File: src/rtl/lm_sm_sequencer.sv
// Decode-stage micro-op sequencer: passes ordinary instructions through and
// expands LM/SM into one micro-op per set bit of the 8-bit register mask.
module lm_sm_sequencer (
    input  logic        clk,
    input  logic        rst_n,
    input  logic [15:0] ir_in,
    input  logic [15:0] pc_in,
    input  logic        ir_valid,
    input  logic        stall_in,
    input  logic        flush,
    output logic        busy,
    output logic        uop_valid,
    output logic [15:0] uop_ir,
    output logic [15:0] uop_pc,
    output logic [2:0]  uop_reg,
    output logic [2:0]  uop_offset,
    output logic        uop_is_load,
    output logic        uop_xfer,
    output logic        uop_first,
    output logic        uop_last
);

    typedef enum logic {IDLE, SEQ} state_t;

    localparam logic [3:0] OP_LM = 4'b0110;
    localparam logic [3:0] OP_SM = 4'b0111;

    state_t      state_q, state_d;
    logic [7:0]  rem_q, rem_d;
    logic [2:0]  off_q, off_d;
    logic        valid_q, valid_d;
    logic [15:0] ir_q, ir_d;
    logic [15:0] pc_q, pc_d;
    logic [2:0]  reg_q, reg_d;
    logic        load_q, load_d;
    logic        xfer_q, xfer_d;
    logic        first_q, first_d;
    logic        last_q, last_d;

    logic [2:0]  bit_idx;
    logic        is_mem;

    function automatic logic [2:0] lowest_set(input logic [7:0] m);
        logic found;
        lowest_set = '0;
        found      = 1'b0;
        for (int unsigned i = 0; i < 8; i++) begin
            if (m[i] && !found) begin
                lowest_set = 3'(i);
                found      = 1'b1;
            end
        end
    endfunction

    always_comb begin
        state_d = state_q;
        rem_d   = rem_q;
        off_d   = off_q;
        valid_d = valid_q;
        ir_d    = ir_q;
        pc_d    = pc_q;
        reg_d   = reg_q;
        load_d  = load_q;
        xfer_d  = xfer_q;
        first_d = first_q;
        last_d  = last_q;
        bit_idx = '0;
        is_mem  = (ir_in[15:12] == OP_LM) || (ir_in[15:12] == OP_SM);

        if (flush) begin
            valid_d = 1'b0;
            state_d = IDLE;
            rem_d   = '0;
            off_d   = '0;
        end else if (stall_in) begin
            // every register holds
        end else if (state_q == SEQ) begin
            bit_idx       = lowest_set(rem_q);
            rem_d[bit_idx] = 1'b0;
            ir_d[bit_idx]  = 1'b0;
            valid_d = 1'b1;
            reg_d   = bit_idx;
            off_d   = off_q + 3'd1;
            xfer_d  = 1'b1;
            first_d = 1'b0;
            last_d  = (rem_d == 8'h00);
            state_d = (rem_d == 8'h00) ? IDLE : SEQ;
        end else if (ir_valid) begin
            valid_d = 1'b1;
            ir_d    = ir_in;
            pc_d    = pc_in;
            off_d   = '0;
            first_d = 1'b1;
            reg_d   = '0;
            rem_d   = '0;
            last_d  = 1'b1;
            xfer_d  = 1'b0;
            load_d  = 1'b0;
            if (is_mem) begin
                load_d = (ir_in[15:12] == OP_LM);
                if (ir_in[7:0] != 8'h00) begin
                    bit_idx        = lowest_set(ir_in[7:0]);
                    rem_d          = ir_in[7:0];
                    rem_d[bit_idx] = 1'b0;
                    ir_d[bit_idx]  = 1'b0;
                    reg_d   = bit_idx;
                    xfer_d  = 1'b1;
                    last_d  = (rem_d == 8'h00);
                    state_d = (rem_d == 8'h00) ? IDLE : SEQ;
                end
            end
        end else begin
            valid_d = 1'b0;
        end
    end

    always_ff @(posedge clk) begin
        if (!rst_n) begin
            state_q <= IDLE;
            rem_q   <= '0;
            off_q   <= '0;
            valid_q <= 1'b0;
            ir_q    <= '0;
            pc_q    <= '0;
            reg_q   <= '0;
            load_q  <= 1'b0;
            xfer_q  <= 1'b0;
            first_q <= 1'b0;
            last_q  <= 1'b0;
        end else begin
            state_q <= state_d;
            rem_q   <= rem_d;
            off_q   <= off_d;
            valid_q <= valid_d;
            ir_q    <= ir_d;
            pc_q    <= pc_d;
            reg_q   <= reg_d;
            load_q  <= load_d;
            xfer_q  <= xfer_d;
            first_q <= first_d;
            last_q  <= last_d;
        end
    end

    assign busy        = (state_q == SEQ);
    assign uop_valid   = valid_q;
    assign uop_ir      = ir_q;
    assign uop_pc      = pc_q;
    assign uop_reg     = reg_q;
    assign uop_offset  = off_q;
    assign uop_is_load = load_q;
    assign uop_xfer    = xfer_q;
    assign uop_first   = first_q;
    assign uop_last    = last_q;

endmodule
File: config.mk
export PLATFORM = sky130hd
export DESIGN_NAME = lm_sm_sequencer
export DESIGN_NICKNAME = d
export VERILOG_FILES = /design/src/rtl/lm_sm_sequencer.sv
export SDC_FILE = /design/constraint.sdc
export NUM_CORES = 1
export LEC_CHECK = 0
export BUFFER_PORTS_ARGS = -buffer_cell sky130_fd_sc_hd__buf_4
export CAP_MARGIN = 20
export CORE_MARGIN = 2
export CORE_UTILIZATION = 50
export DETAILED_ROUTE_END_ITERATION = 16
export PLACE_DENSITY = 0.87
export SLEW_MARGIN = 10
export SYNTH_ARGS = -nofsm -noshare
export SYNTH_HDL_FRONTEND = slang
export SYNTH_SLANG_ARGS = --single-unit
File: constraint.sdc
create_clock -name clk -period 2.4 [get_ports clk]
set_clock_uncertainty 0.05 [all_clocks]
set_input_delay 0.6 -clock clk [delete_from_list [all_inputs] [get_ports clk]]
set_output_delay 0.6 -clock clk [all_outputs]
set_load 0.02 [all_outputs]
==> results of run 1 <==
-- per-layer routing --
| metal | share of wire, % | vias to the layer above |
|---|---|---|
| met5 | 0 | - |
| met4 | 2.2 | 0 |
| met3 | 6.0 | 12 |
| met2 | 51 | 108 |
| met1 | 41 | 1164 |
| li1 | - | 1237 |
-- area by class of cell --
class | count | area, um2 | area share, %
well taps | 67 | 83.8 | 2.60
repair buffers | 91 | 683 | 21.2
inverters | 7 | 26.3 | 0.816
multi-input cells | 224 | 1290 | 40.2
flip-flops and latches | 52 | 1040 | 32.3
clock buffers | 5 | 68.8 | 2.14
clock inverters | 3 | 22.5 | 0.700
-- through the flow --
step                      setup WS, ps  total power (W)  hold WS [ps]  area (um2)  utilization [%]
after floorplan                    166          0.00105           434        2460                -
after global placement            34.9          0.00116           401        3130             66.2
after detailed placement          25.5          0.00117           405        3130             66.2
after CTS                          351          0.00168           418        3220             68.1
after global routing               296          0.00173           450        3220             68.1
final                              323          0.00167           416        3220             68.1
-- worst max-delay path, cell delays in order --
cell and delay, ps:
buf_4 110, or4_1 670, or2_4 310, o31a_1 260, a32oi_1 210, nor2_1 50
-- layout by cell type, fill, tap and decap left out, types with 5 or more instances in the layout --
master / instances
o211ai_1: 7
dfxtp_1: 52
nor2b_1: 5
inv_1: 7
nor2_1: 21
o311ai_0: 5
nor3_1: 6
a32oi_1: 5
a21boi_0: 30
nand2_1: 55
clkbuf_8: 5
buf_4: 91
o21ai_0: 21
a21oi_1: 20
-- path summary, 6_finish.rpt --
check                              start         to  slack [ps]  cells after the start
worst max-delay path            ir_in[3]   rem_q[1]         320                      6
worst min-delay path            uop_last   uop_last         420                      2
worst max register to register  rem_q[1]  uop_ir[0]         460                      5
worst min register to register  uop_last   uop_last         420                      2
-- cells by family (layout without fill, tap and decap cells) --
family,count (synthesis),after routing,share of synthesized area (%)
buffers and inverters,31,106,5.19
AO/OA/AOI/OAI,110,110,30.5
flip-flops,52,52,42.3
adder cells (fa/ha/maj),3,3,1.32
AND/OR/NAND/NOR,110,110,20.2
multiplexers,1,1,0.458
-- power by group through the flow --
stage	clock network [W]	logic [W]	registers, W
2_1_floorplan	0	0.0000972	0.000948
3_5_place_dp	0	0.000249	0.000921
5_1_grt	0.000559	0.000272	0.000904
6_report	0.000521	0.000250	0.000901
3_3_place_gp	0	0.000245	0.000919
4_1_cts	0.000525	0.000250	0.000901
==> reports/results.txt, run 1 <==
In this run the standard cell core region covers 4720 um2. The first global-routing pass estimated 10400 um of wire. After synthesis the cells add up to 2460 um2.

The mean routed wirelength per cell was 14.9 um. nand2_1 is the most common cell in the netlist. Net switching is 27.5% of the power. The number of gates resized after CTS was 0.

The tools report the first-pass detailed-route iteration total as 5. Counting flops and latches in the post-synthesis netlist gives 52. Of the post-synthesis cell area, the dominant cell type holds 42.3%.

The run gives 81 as the number of placed I/O pins. The required arrival time at the worst endpoint came out at 2550 ps. The initial utilization of the core area, before any placement, comes to 52.1%. The number of violations reported at the end of detailed-routing iteration 0 was 264.

Via count of the first global-routing pass: 2323. TritonCTS built the clock tree. Sequential cells burn 53.9% of the power. After floorplanning, the core was divided into 25 placement rows.

The tools report the later-pin clock latency in the skew report as 310 ps. The post-CTS setup-driven buffer insertion count was 0. Yosys attributes the largest share of cell area to dfxtp_1, a21boi_0, nand2_1.

The tools report the number of nets in the layout as 419. In the synthesized netlist, the cells that appear most often are nand2_1, dfxtp_1, a21boi_0. The number of placed cells counting well taps was 441; the power per cell area was 519 nW/um2. After synthesis, the share of flip-flops with an asynchronous set or reset is 0%. Max-slew headroom at the worst pin: 58.3%.

Entering global routing, the biggest net connects 41 pins. The biggest area consumer among synthesized cells was dfxtp_1. Max-cap violations in this run came to 0.

Based on the critical path, the design can be clocked at up to 481 MHz. For this block, the via count after detailed routing is 2521. The number of warnings printed during yosys synthesis was 0.

The number of failing hold endpoints at the final stage is 0, and the maximum clock path buffer count is 2. The worst setup path is captured at a flip-flop. The pin slew with the least headroom to its limit came out at 620 ps. The logs give 0 for the antenna diode count and 2 for the number of levels in the clock H-tree. Count of buffers from port buffering: 80. For met3 alone, demand over resource in global routing was 5.83%. In the finished design, the share of the clock period the worst path needs comes to 86.6%. The clock-pin slew reported for the worst setup and hold paths after clock tree synthesis works out to 110 ps.

Mean instance size in the synthesized netlist: 8.01 um2. Setup repair after global routing left no endpoint under its margin. Counting I/O delays and the setup requirement, the final critical path takes 2080 ps. STA classifies the critical path startpoint as an input pin. In this run the worst hold path is classified as flip-flop to flip-flop. The ratio of cells with drive above 1 in the final layout came out at 28.3%. The global routing usage summed across all routing layers is 24.6%. The layer flagged by global routing as most heavily used is met2. The tools report the post-DP HPWL as 4900 um. Among all flip-flop cells after synthesis, the most frequent one is dfxtp_1. Final number of setup-violating endpoints: 0. The die area was 5490 um2. The maximum fanout encountered on the critical timing path came out at 6.

The run gives 14.9% as the part of the power in combinational logic. For this run, global-route usage on met1 was measured as 30.4%. Counting every sink on the clock net gives 52. The layout has 400 filler cells. The number of distinct library cells after synthesis was 45; the total congestion overflow was 0.

Buffers inserted to repair hold after CTS numbered 0. The flow ran to the end, and the final reports show no timing, DRC or antenna violations. The non-filler instance count after layout was 449. For this design the static power due to leakage is 1.29 nW. Across the VDD grid, the largest voltage drop is 0.300 mV.

The tools report the routability congestion estimate as 0.935. Type of the worst setup path: input pin to flip-flop. The logs give 5 for the number of CTS-inserted buffers and 0 for the total DRC errors in the routed layout. Of the synthesized area, sequential elements account for 42.3%. Dividing the detail-routed via count by the number of cells gives 5.61. For this run, global-route usage on met2 was measured as 41.0%. The total wirelength of the detailed-routed design is 6690 um, and the switching power is 0.000460 W.

The tools report the number of nets still failing antenna checks after routing as 0. For the synthesized instance count, the log shows 307. In this run the horizontal extent of the chip is 74.1 um. The number of max-slew violations in the final report is 0.

Yosys mapped a number of flops with a built-in enable equal to 0. Adding up every negative setup slack in the final design gives 0 ps. The number of nets in the synthesized netlist is 345. Height of the die: 74.1 um. Data arrives at the worst endpoint at 2220 ps.

Cell internal power was estimated by the tool at 0.00121 W. Relative to the synthesized area, the layout overhead comes to 30.9%. Initial antenna violation count: 0. The tools report the buffer type at the clock tree root as clkbuf_8. The share of total power dissipated in the clock network is 31.2%.
Note: power is estimated with default switching activity, not from simulation.
==> inputs of run 2 (changes only) <==
Settings changed: ABC_AREA set to 1, PLACE_DENSITY 0.87 to 0.88, SETUP_SLACK_MARGIN set to 0.05.
==> reports/results.txt, run 2 <==
The flow ran to the end, and the final reports show no timing, DRC or antenna violations. For the total wirelength of the detailed-routed design, the log shows 6500 um. The path class of the tightest hold or removal check is flip-flop to flip-flop. The logs give 334 for the synthesized instance count and 43.8% for the fraction of the yosys area taken by sequential cells.

The detail route stage leaves a number of antenna-violating nets equal to 0. Counting instances in the post-synthesis netlist gives the leading cell types as nor2_1, dfxtp_1, o21ai_0. CTS placed an instance of clkbuf_8 at the clock tree root. The number of levels in the clock H-tree was 2; the number of failing hold endpoints at the final stage was 0. Yosys mapped the design onto 26 distinct sky130hd cell types.

The analysis attributes to cell leakage a power of 1.50 nW. The nature of the critical path startpoint is a flip-flop. The number of max-capacitance violations reported was 0.

The type of the worst setup path is flip-flop to flip-flop. The number of clock buffers added by TritonCTS is 5. For this run, asynchronously set or reset flops after synthesis account for 0%.

Leaving out fill and tap cells, the most frequent cell in the layout is buf_4. Entering global routing, the biggest net connects 34 pins. Sorting the synthesized cells by area gives the leading types as dfxtp_1, o21ai_0, nor2_1.

The post-route cell area was 3130 um2; the global routing usage summed across all routing layers was 24.2%. The run gives 2200 ps as the arrival time at the worst endpoint. The pin slew with the least headroom to its limit is 634 ps.

The floorplan has 25 rows. TritonCTS built the clock tree. Summed over all nets, wire length on met2 after detailed routing comes to 3000 um. The fmax is 501 MHz, and the ratio of cells with drive above 1 in the final layout is 24.5%.

The run gives 2600 ps as the required arrival time at the worst endpoint. The logs give 0 for the number of warnings printed during yosys synthesis and 0 for the post-CTS setup-driven buffer insertion count. In this run, synthesis produced a sequential element count of 52. After clock tree synthesis, the clock-pin slew on the worst setup and hold paths is 100 ps. Detailed routing placed a total of 419 um of wire on met3. In the layout the commonest cells are buf_4, nor2_1, o21ai_0, dfxtp_1, nand2_1. The initial antenna violation count is 0. After detailed routing, the number of remaining DRC violations is 0. By instance count, the leading cell after synthesis is nor2_1. The run gives 51.0% as the initial core utilization.

The number of max-slew violations in the final report is 0, and the mean routed wirelength per cell is 13.8 um. The final number of setup-violating endpoints was 0. Part of the total power dissipated in sequential elements: 52.4%.

The number of nets handed over by synthesis was 372. The die is 72.9 um tall. The number of violations reported at the end of detailed-routing iteration 0 is 249, and the clock network fraction of total power is 29.5%. The internal power of the cells totals 0.00125 W. Detailed placement finished with a half-perimeter wire length of 4600 um. Input and output buffers added on the ports amount to 80.

After routing, the total negative slack on setup checks comes to 0 ps. The run gives 0 as the total congestion overflow. The count of flip-flops with a built-in enable after synthesis works out to 0. The worst setup path is captured at a flip-flop. The tools report the number of placed I/O pins as 81. The area of the mapped netlist is 2370 um2, and the post-route met1 wirelength is 2930 um. The congestion estimate from routability-driven global placement came to 0.885.

The logs give 423 for the fill cell instance count of the final layout and 310 ps for the later-pin clock latency in the skew report. The multi-input logic area is 1160 um2, and the maximum ir drop on the vdd rail is 0.337 mV. Setup repair after global routing left no endpoint under its margin. The area growth from synthesis to layout is 31.7%. The wire length of the first global-routing pass is 10100 um. Subtracting the final worst setup slack from the clock period gives 1990 ps. The maximum clock path buffer count was 2. Post-CTS repair changed the size of 0 cells. The die width is 72.9 um, and the mean instance size in the synthesized netlist is 7.11 um2. In this run the tightest slew margin relative to its limit is 57.6%.

Dividing total power by cell area gives a power density of 567 nW/um2. For this design the total switching power over the nets is 0.000528 W. The tools report the number of nets in the layout as 453. The clock net in this run drives a total of 52 sinks. The via count of the first global-routing pass is 2269, and the area taken by flip-flops and latches is 1040 um2. Hold repair after CTS inserted 0 buffers. The final cycle utilization of the critical path works out to 83.1%. Of all nets on the critical path, the largest fanout is 26. dfxtp_1 takes more of the synthesized area than any other cell.

The die covers 5320 um2. In this run, the combinational gates consume 18.1% of the power. The region available for standard cell placement spans 4660 um2. The repair_antennas step left the layout with diodes totalling 0. Net switching is 29.8% of the power.

The placed instance area is 3040 um2. For this run, the leading register cell type out of synthesis is dfxtp_1. Signal routing reaches up to met4. Summing over every cut layer, the via total after detailed routing is 2625. Of the post-synthesis cell area, the dominant cell type holds 43.8%. The first-pass detailed-route iteration total was 6; the via count normalized by instance count was 5.59.
run 2: changes by cell type after synthesis, sizes merged, moves of 11 or more:
cell	delta
a21boi	-31
inv	+24
nand2	-11
o21ai	+32
nor2	+45
clkbuf	-13
run 2: worst max-delay path: stages (launching register included):
cell and delay, ps:
dfxtp_1 350, inv_2 120, o21ai_4 370, inv_2 150, nor2_8 120, inv_4 80, nor2_8 140, inv_2 200
nor2_2 160, nand2_1 60, a21oi_1 110
run 2: area by class of cell:
class,instances,share of cell area [%]
clock buffer,5,2.20
clock inverter,3,0.720
inverter,31,3.80
multi-input combinational,239,37.2
sequential,52,33.3
tap,54,2.16
timing repair buffer,86,20.6
run 2: final timing paths:
kind,startpoint,to,slack [ps],depth (start not counted)
max,busy,uop_is_load,410,10
min,uop_ir[0],uop_ir[0],420,2
max reg2reg,busy,uop_is_load,410,10
min reg2reg,uop_ir[0],uop_ir[0],420,2
run 2: metrics by stage:
| stage | hold slack, ps | worst slack [ps] | util, % | power (W) | cells |
|---|---|---|---|---|---|
| finish | 415 | 405 | 67.1 | 0.00177 | 470 |
| global route | 429 | 196 | 67.1 | 0.00184 | 470 |
| CTS | 415 | 429 | 67.1 | 0.00178 | 470 |
| detailed placement | 400 | 124 | 65.2 | 0.00126 | 462 |
| global placement | 399 | 236 | 65.2 | 0.00126 | 462 |
| floorplan | 433 | 560 | - | 0.00111 | 334 |
run 2: cells by family after synthesis:
| group | Yosys count | share of synthesized area, % |
|---|---|---|
| adder cells (fa/ha/maj) | 1 | 0.527 |
| AO/OA/AOI/OAI | 103 | 23.9 |
| flip-flops | 52 | 43.8 |
| buffers and inverters | 43 | 7.17 |
| AND/OR/NAND/NOR | 135 | 24.6 |
run 2: power by group through the flow:
stage	Clock, W	Sequential [W]	Combinational, W
finish	0.000523	0.000928	0.000322
global route	0.000560	0.000934	0.000349
CTS	0.000529	0.000928	0.000319
detailed placement	0	0.000947	0.000318
global placement	0	0.000946	0.000312
floorplan	0	0.000989	0.000125
run 2: metal layers:
metal	vias up	GRT usage, %
met5	-	0
met4	0	9.67
met3	20	4.42
met2	126	37.2
met1	1188	33.5
li1	1291	-
==> inputs of run 3 (changes only) <==
Clock period 2.4 ns to 2.1 ns, I/O delays scaled along.
==> reports/results.txt, run 3 (synthesis gave the netlist of run 2 again) <==
The detail route stage leaves a number of antenna-violating nets equal to 0. The number of CTS-inserted buffers was 5; the post-DP HPWL was 4600 um. The run finished with clean final reports. The required arrival time at the worst endpoint is 2250 ps. Fmax: 565 MHz.

Prior to clock tree synthesis, the placed netlist has a worst setup slack of 65.4 ps. In this run the number of H-tree levels came out at 2. The initial core utilization came out at 51.0%. During placement, the flow inserted port buffers numbering 80. The worst-case IR drop observed on VDD is 0.411 mV. Setup violations remaining at the end of the flow were counted as 0. The die width works out to 72.9 um.

The first-pass detailed-route iteration total is 6, and the max-slew headroom at the worst pin is 70.9%. The via count of the first global-routing pass is 2328, and the fill cell instance count of the final layout is 415. The total DRC errors in the routed layout was 0; the post-route total power was 0.00201 W. Across the run, the number of max-cap violations was 0. In the final layout, the share of cells above drive strength 1 is 24.9%. Number of max-slew violations in the final report: 0. 0 antenna diodes ended up in the layout. The total area inside the core boundary comes to 4660 um2. The initial antenna violation count came out at 0.

At the worst endpoint, the arrival time is 1920 ps. Part of the total power dissipated in sequential elements: 52.7%. In the routed layout, each cell is associated on average with a via count of 5.59. The buffer type at the clock tree root was clkbuf_8. Post-CTS repair changed the size of 0 cells. Setup repair after global routing left no endpoint under its margin. For this design the static power due to leakage is 1.51 nW.

CTS saw 52 sinks. The top cell types in the final layout, fill and taps aside, are buf_4, nor2_1, o21ai_0, dfxtp_1, nand2_1. The number of violations reported at the end of detailed-routing iteration 0 was 268; the die area was 5320 um2.

The type of the worst setup path is input pin to flip-flop. Across every metal layer, demand over resource in global routing totals 24.1%. Summed over all failing endpoints, the final setup total negative slack is 0 ps.

The final worst slack was 329 ps; the mean routed wirelength per cell was 13.4 um. Leaving out fill and tap cells, the most frequent cell in the layout is buf_4. Net switching is 27.9% of the power. The congestion estimate from routability-driven global placement came to 0.903.

Detailed routing inserted a total of 2638 vias. Combinational logic burns 18.4% of the power. For this block, the routed nets add up to 6350 um of wire. Clock-pin slew was measured on the worst setup and hold paths at 90 ps. The internal portion of the total power is 0.00145 W. Registers take 1040 um2. For the pin with the worst max-slew slack, the measured transition is 436 ps. The switching power was 0.000561 W. STA classifies the critical path endpoint as a flip-flop. For this design the top-level I/O count stands at 81. The clock network is responsible for 28.9% of the overall power. Relative to the synthesized area, the layout overhead comes to 32.7%.

In this run the worst path has a maximum fanout of 6. The run gives 34 as the pin count of the biggest net entering global routing. Hold repair after CTS inserted 0 buffers. The number of setup buffers added after CTS is 0.

The nature of the critical path startpoint is an input pin. The type of the worst min-delay path is input pin to flip-flop. From bottom edge to top edge, the die measures 72.9 um.

TritonCTS built the clock tree. The first global-routing pass estimated 10100 um of wire. The smallest clock period supported by the final layout is computed as 1770 ps. Total congestion overflow: 0. For this run, the post-layout net count is 456.

The later-pin clock latency in the skew report is 300 ps, and the number of failing hold endpoints at the final stage is 0. For the multi-input logic area, the log shows 1160 um2. Power per cell area: 638 nW/um2. In this run the deepest clock path goes through 2 buffers. The final cycle utilization of the critical path is 84.3%, and the number of placement rows is 25.
[run 3: layer usage]
layer  up-vias  part of all wire (%)  track usage (%)  wire length, um
met4         0                   1.6             9.05              104
met3        12                   8.9             4.01              563
li1       1299                     -                -                -
met5         -                     0                0                0
met1      1193                    42             33.0             2650
met2       134                    48             38.4             3030
[run 3: path summary, 6_finish.rpt]
| kind | startpoint | to | slack [ps] | depth (start not counted) |
|---|---|---|---|---|
| worst min-delay path | ir_in[8] | uop_ir[8] | 390 | 3 |
| worst max register to register | rem_q[2] | busy | 330 | 10 |
| worst max-delay path | ir_in[0] | busy | 330 | 9 |
| worst min register to register | uop_offset[2] | uop_offset[2] | 420 | 1 |
[run 3: per-stage QoR]
stage	utilization, %	cell area [um2]	cells	hold WS, ps
floorplan	-	2370	334	433
global placement	65.6	3060	465	400
detailed placement	65.6	3060	465	407
CTS	67.6	3150	472	390
global route	67.6	3150	472	387
finish	67.6	3150	472	390
[run 3: final cells by class]
cell class,instances,share of cell area [%]
inverters,31,3.77
clock buffers,6,2.62
flip-flops and latches,52,33.0
multi-input cells,239,36.9
clock inverters,1,0.278
repair buffers,89,21.2
well taps,54,2.14
[run 3: critical path, cell delays in order]
cell,delay [ps]
buf_4,140
nor2_1,250
nand3_1,200
o21ai_0,310
nor2_1,170
nand2_1,140
nand3_1,80
nand2_1,70
inv_1,40
[run 3: power groups by stage]
stage	Clock, W	Sequential [W]	Combinational [W]
2_1_floorplan	0	0.00113	0.000143
3_3_place_gp	0	0.00108	0.000361
3_5_place_dp	0	0.00108	0.000366
4_1_cts	0.000590	0.00106	0.000368
5_1_grt	0.000628	0.00107	0.000404
6_report	0.000581	0.00106	0.000370
